<file path="config.mk">
export PLATFORM = sky130hd
export DESIGN_NAME = inst_fetch_unit
export DESIGN_NICKNAME = d
export VERILOG_FILES = /design/src/rtl/inst_fetch_unit.sv
export SDC_FILE = /design/constraint.sdc
export NUM_CORES = 1
export LEC_CHECK = 0
export BUFFER_PORTS_ARGS = -buffer_cell sky130_fd_sc_hd__buf_2
export CORE_ASPECT_RATIO = 1.25
export CORE_MARGIN = 2
export CORE_UTILIZATION = 30
export DETAILED_ROUTE_END_ITERATION = 12
export PLACE_DENSITY = 0.54
export SLEW_MARGIN = 10
export SYNTH_ARGS = -nofsm -noshare
export SYNTH_HDL_FRONTEND = slang
export SYNTH_SLANG_ARGS = --single-unit
</file>
<file path="constraint.sdc">
create_clock -name clk -period 6.2 [get_ports clk]
set_input_delay 0.62 -clock clk [delete_from_list [all_inputs] [get_ports clk]]
set_output_delay 0.62 -clock clk [all_outputs]
set_load 0.005 [all_outputs]
</file>
<file path="src/rtl/inst_fetch_unit.sv">
// rtl/inst_fetch_unit.sv - instruction fetch stage: PC, imem read handshake, instruction register, next-PC and halt
//
// Optional feature: define INST_FETCH_ICOUNT_EN to add the icount output
// (number of issued instructions, wraps at 2^32, frozen in HALT).
//
// Ports:
//   clk, rst            clock and synchronous active-high reset
//   imem_req/imem_addr  one-cycle read request and address (address == pc)
//   imem_rdata/rvalid   read response, only accepted while waiting for it
//   inst/opcode/func    instruction register and its decoder slices
//   inst_valid/ready    issue handshake towards the datapath
//   cB, zero            branch control and ALU zero flag for next-PC selection
//   pc                  address of the instruction held in inst
//   halt                sticky halt indication
//   icount              issued instruction count (INST_FETCH_ICOUNT_EN only)
module inst_fetch_unit #(
    parameter logic [31:0] RESET_PC    = 32'h0000_0000,
    parameter logic [5:0]  HALT_OPCODE = 6'b111111
) (
    input  logic        clk,
    input  logic        rst,
    output logic        imem_req,
    output logic [31:0] imem_addr,
    input  logic [31:0] imem_rdata,
    input  logic        imem_rvalid,
    output logic [31:0] inst,
    output logic [5:0]  opcode,
    output logic [5:0]  func,
    output logic        inst_valid,
    input  logic        inst_ready,
    input  logic [1:0]  cB,
    input  logic        zero,
    output logic [31:0] pc,
`ifdef INST_FETCH_ICOUNT_EN
    output logic [31:0] icount,
`endif
    output logic        halt
);

    typedef enum logic [1:0] {
        S_FETCH = 2'd0,
        S_WAIT  = 2'd1,
        S_ISSUE = 2'd2,
        S_HALT  = 2'd3
    } state_t;

    state_t      state;
    logic [31:0] pc4;
    logic [31:0] br_off;
    logic [31:0] next_pc;
    logic        handshake;

    // The request and valid strobes are decoded from the state register but
    // also masked by rst, so they are low for the whole reset period even
    // while the state register already sits in FETCH.
    assign imem_req   = (state == S_FETCH) && !rst;
    assign inst_valid = (state == S_ISSUE) && !rst;
    assign handshake  = inst_valid && inst_ready;

    assign imem_addr = pc;
    assign opcode    = inst[31:26];
    assign func      = inst[5:0];

    always_comb begin
        pc4     = pc + 32'd4;
        br_off  = {{14{inst[15]}}, inst[15:0], 2'b00};
        next_pc = pc4;
        case (cB)
            2'b01:   next_pc = zero ? (pc4 + br_off) : pc4;
            2'b10:   next_pc = {pc4[31:28], inst[25:0], 2'b00};
            default: next_pc = pc4;
        endcase
    end

    always_ff @(posedge clk) begin
        if (rst) begin
            state <= S_FETCH;
            pc    <= RESET_PC;
            inst  <= 32'd0;
            halt  <= 1'b0;
        end else begin
            case (state)
                S_FETCH: begin
                    state <= S_WAIT;
                end
                S_WAIT: begin
                    if (imem_rvalid) begin
                        inst <= imem_rdata;
                        if (imem_rdata[31:26] == HALT_OPCODE) begin
                            state <= S_HALT;
                            halt  <= 1'b1;
                        end else begin
                            state <= S_ISSUE;
                        end
                    end
                end
                S_ISSUE: begin
                    if (inst_ready) begin
                        pc    <= next_pc;
                        state <= S_FETCH;
                    end
                end
                default: begin
                    state <= S_HALT;
                end
            endcase
        end
    end

`ifdef INST_FETCH_ICOUNT_EN
    // Counts issue handshakes; no handshake is possible in HALT, so the
    // count freezes there without an explicit check.
    always_ff @(posedge clk) begin
        if (rst) begin
            icount <= 32'd0;
        end else if (handshake) begin
            icount <= icount + 32'd1;
        end
    end
`endif

endmodule

</file>
Word-level counts from Yosys, hierarchy flattened --
Index checks and enable logic that the tools add are counted.
Operators by class: add/subtract/negate cells 2, eq/ne operators 7, mux-type cells 6, reductions and logical operators 8
Operator list (number):
- 32-bit case mux with 2 select lines | 1
- 32-bit by 3-bit adder with 32-bit output, second input constant | 1
- 32-bit adder | 1
- 32-bit 2-to-1 mux | 1
- 6-bit == test, second input constant | 1
- 2-bit case mux with 3 select lines | 1
- 2-bit AND reduction | 3
- 2-bit by 1-bit == test with 1-bit output, second input constant | 2
- 2-bit == test, second input constant | 2
- 2-bit 2-to-1 mux | 2
- 2-bit != test, second input constant | 2
- 3-bit AND reduction | 1
- 1-bit logical AND | 2
- 2-bit zero test | 1
- 1-bit zero test | 1
- 1-bit 2-to-1 mux | 1
Word-level totals: register bits after elaboration 67, bits of input ports 39, output and inout bits 111

Logic depth before layout (Yosys ltp) --
word-level depth 4, gate-level depth with buffers 16

Least setup slack after synthesis --
No wires, ideal clock.
path type register -> register, start point reg pc[2] (netlist: imem_addr[2]), end point reg pc[29] (netlist: imem_addr[29]), arrival 3.633 ns, required time 6.109 ns, slack 2.476 ns, cell stages (with the launch flop) 16, period minus slack after synthesis 3.724 ns, path through dfxtp_1 -> ha_1 -> and3_1 -> nand4_2 -> nor2_1 -> nand3_1 -> xnor2_1 -> ha_1 -> and2_1 -> a221oi_1 -> nand3b_1 -> o311ai_4 -> a31oi_4 -> o21ai_1 -> or3_1 -> a311oi_1
On the way: longest elaborated chain between the ends 4
Ends and longest elaborated chain:
- start, declared | line 33 | output logic [31:0] pc,
- start signal, assigned | line 99 | pc <= next_pc;
- 32-bit by 3-bit adder with 32-bit output (*) | line 65 | pc4 = pc + 32'd4;
- 32-bit adder | line 69 | 2'b01: next_pc = zero ? (pc4 + br_off) : pc4;
- 32-bit 2-to-1 mux | line 69
- 32-bit case mux with 2 select lines (*) | line 68 | case (cB)
Every way passes the cells marked *; elsewhere a longest branch is shown, timed or not. A chain may end at the register's enable or synchronous reset.

Worst setup path in the final report --
Ends and elaborated chain as after synthesis.

==> impl_metrics.json <==
{
  "fin_crit_ns": 4.32,
  "cpMostUsedCell": "ha_1",
  "crit_start": "imem_addr[2]",
  "netlist.area_leader.share": 0.232,
  "route.detailed.drc": 0,
  "chipHeight_microns": 157,
  "yosysSeqAreaShare": 0.232,
  "grt_use_met2": 0.312,
  "post_cts_buffers": 0,
  "grt_pass1_vias": 5299,
  "ys_top_cells_by_count": "108 x nand2_1, 86 x a21oi_1, 65 x dfxtp_1, 52 x nor2_1, 48 x buf_4",
  "cts_tree": "done",
  "min_to": "inst[28]",
  "gp_congestion": 0.919,
  "required_ns": 6.45,
  "area_delta_synth_final_pct": 17.1,
  "rsz0062_at_grt": "false",
  "h-tree-depth": 3,
  "cp_top_family": "simple AND/OR/NAND/NOR gates",
  "crit_path_end_kind": "flip-flop",
  "yosysTopAreaCell": "dfxtp_1",
  "hpwl_mm": 13.8,
  "async_reset_ff_frac": 0,
  "synth_top_family_by_area": "compound AO/OA/AOI/OAI gates",
  "dr.pass1.iters": 5,
  "cts.sinks": 65,
  "synthXorXnorAreaFrac": 0.0748,
  "grt_pass1_wl_mm": 29.0,
  "ctsResizeCount": 0,
  "reg2reg_from": "imem_addr[2]",
  "worstMarginPinSlew_ns": 1.11,
  "rr_worst_depth": 15,
  "slew_headroom": 0.259,
  "synthFlopType": "dfxtp_1",
  "detail-route-antenna-nets": 0,
  "min_path_cells": 2,
  "synth_edf_count": 0,
  "synth-compound-area-share": 0.282,
  "fin_tns_setup_ns": 0,
  "hold_ws_ns": 0.465,
  "synth.avg_cell_area_sq_um": 7.47,
  "grt.overflow.total": 0,
  "status": "finished clean",
  "grt.total_usage": 0.185,
  "leakage_uw": 0.00304,
  "rows": 55,
  "dieArea_sq_um": 19800,
  "cap_violations": 0,
  "finalHoldViolCount": 0,
  "fmax_ghz": 0.231,
  "hold_path.class": "reg2reg",
  "synth_area_leaders": "dfxtp_1 23%, ha_1 8.2%, a21oi_1 7.7%, nand2_1 7.2%, buf_4 6.4%",
  "slew_violations": 0,
  "grt_use_met1": 0.236,
  "num_vias": 5633,
  "rrSetupSlack_ns": 1.88,
  "first_iter_violations": 312,
  "drt-wirelength-per-cell_microns": 17.4,
  "path_cells": "ha_1 -> and3_1 -> nand4_2 -> nor2_1 -> nand3_1 -> xnor2_1 -> ha_1 -> and2_1 -> a221oi_1 -> nand3b_1 -> o311ai_4 -> a31oi_4 -> o21ai_1 -> or3_1 -> a311oi_1",
  "synth_area_sq_um": 5620,
  "cts_buffer_depth": 2,
  "nNetsFinal": 913,
  "cp.depth": 15,
  "worstPathArrival_ns": 4.57,
  "synth_warnings": 0,
  "met3_usage": 0.0248,
  "layout-drive-gt1-share": 0.222,
  "cts-hold-fix-buffers": 0,
  "syn_inst": 752,
  "worst-path-max-fanout": 8,
  "yosys.area_share.adder": 0.0860,
  "synthMuxAreaShare": 0,
  "wirelength_mm": 18.6,
  "ys_seq_elements": 65,
  "core-area_sq_um": 18200,
  "root_buffer": "clkbuf_16",
  "irDropWorstVdd_mv": 0.0941,
  "cts_buffers": 9,
  "startpoint_type": "flip-flop",
  "clk_pin_slew_ns": 0.06,
  "cpPeakStageDelay_ns": 0.44,
  "n_antenna_cell": 0,
  "synth-simple-area-share": 0.224,
  "grt_start_max_net_pins": 41,
  "synth_most_common_cell": "nand2_1",
  "crit_buf_inv": 0,
  "power.density_nw_per_um2": 198,
  "clk_latency_ns": 0.34,
  "yosysUniqueCellTypes": 73,
  "ioPinCount": 150,
  "skew_ns": 0.00949,
  "initial_core_util": 0.308,
  "path_class": "reg2reg",
  "hp-start": "inst[28]",
  "rr_endpoint": "imem_addr[29]",
  "setup_violations": 0,
  "die_x_microns": 126,
  "gr-max-usage-layer": "met2",
  "post-route-util": 0.361,
  "min_period_over_period": 0.698,
  "antenna_found_initial": 0,
  "slowest_stage": "dfxtp_1",
  "viasPerCell": 5.27,
  "portBuffers": 145
}
## through the flow
| stage | worst slack [ns] | power, uW | cell area [sq um] | cells |
|---|---|---|---|---|
| 4_1_cts | 1.89 | 1310 | 6580 | 1069 |
| 5_1_grt | 1.44 | 1360 | 6580 | 1069 |
| 3_3_place_gp | 2.06 | 665 | 6210 | 1053 |
| 3_5_place_dp | 1.92 | 665 | 6210 | 1053 |
| 6_report | 1.88 | 1300 | 6580 | 1069 |
| 2_1_floorplan | 2.48 | 595 | 5630 | 755 |
## worst register-to-register path, stage by stage, from the launching register on
cell and delay [ns]:
dfxtp_1 0.44, ha_1 0.28, and3_1 0.31, nand4_2 0.27
nor2_1 0.32, nand3_1 0.13, xnor2_1 0.29, ha_1 0.35
and2_1 0.23, a221oi_1 0.37, nand3b_1 0.21, o311ai_4 0.15
a31oi_4 0.24, o21ai_1 0.10, or3_1 0.31, a311oi_1 0.24
## worst max-delay path by stage
stage                    endpoint
CTS                 imem_addr[29]
global route        imem_addr[29]
floorplan           imem_addr[29]
global placement    imem_addr[29]
finish              imem_addr[29]
detailed placement  imem_addr[29]
## power by group
part / total [uW] / switching, uW / internal [uW]
Combinational: 197 / 121 / 75.8
Clock: 642 / 208 / 434
Sequential: 460 / 25.0 / 435
## routing by layer
metal	part of all wire	up-vias	routed length (microns)
li1	-	2837	-
met1	0.44	2591	8160
met2	0.48	174	9000
met3	0.049	31	907
met4	0.027	0	503
met5	0	-	0
## layout make-up
type | instances | area (sq um)
Inverter | 21 | 78.8
Tap cell | 228 | 285
Timing Repair Buffer | 153 | 786
Clock inverter | 7 | 143
Multi-Input combinational cell | 586 | 3760
Clock buffer | 9 | 225
Fill cell | 1917 | 11700
Sequential cell | 65 | 1300
## cells by family after synthesis
kind of cell	after synthesis
compound gates	238
fa+ha+maj	38
other cells	1
flops	65
xor+xnor	48
simple gates	258
buf+inv	104
## sequential cells by signal, summed over array words and instances, names as in the netlist
register,cells
inst,32
imem_addr,30
state,2
halt,1
## cells in the final DEF, fill, tap and decap left out, types with 5 or more instances in the layout
cell         n
nand3_1     17
o21a_1       8
o22ai_1      6
xor2_1      15
nor3_1      12
nor2b_1      8
clkbuf_16    9
nand3b_1     5
nand2_1    108
a22oi_1      7
o21ai_0     32
a21o_1      15
buf_2      145
a21oi_1     86
a221o_1      5
and3_1      11
a211oi_1    14
nand2b_1     7
nand4_1      9
buf_4        8
a221oi_1     9
xnor2_1     33
ha_1        37
inv_1       20
nor2_1      52
a31oi_1     10
dfxtp_1     65
No activity file was read; power rests on OpenSTA's default activity.
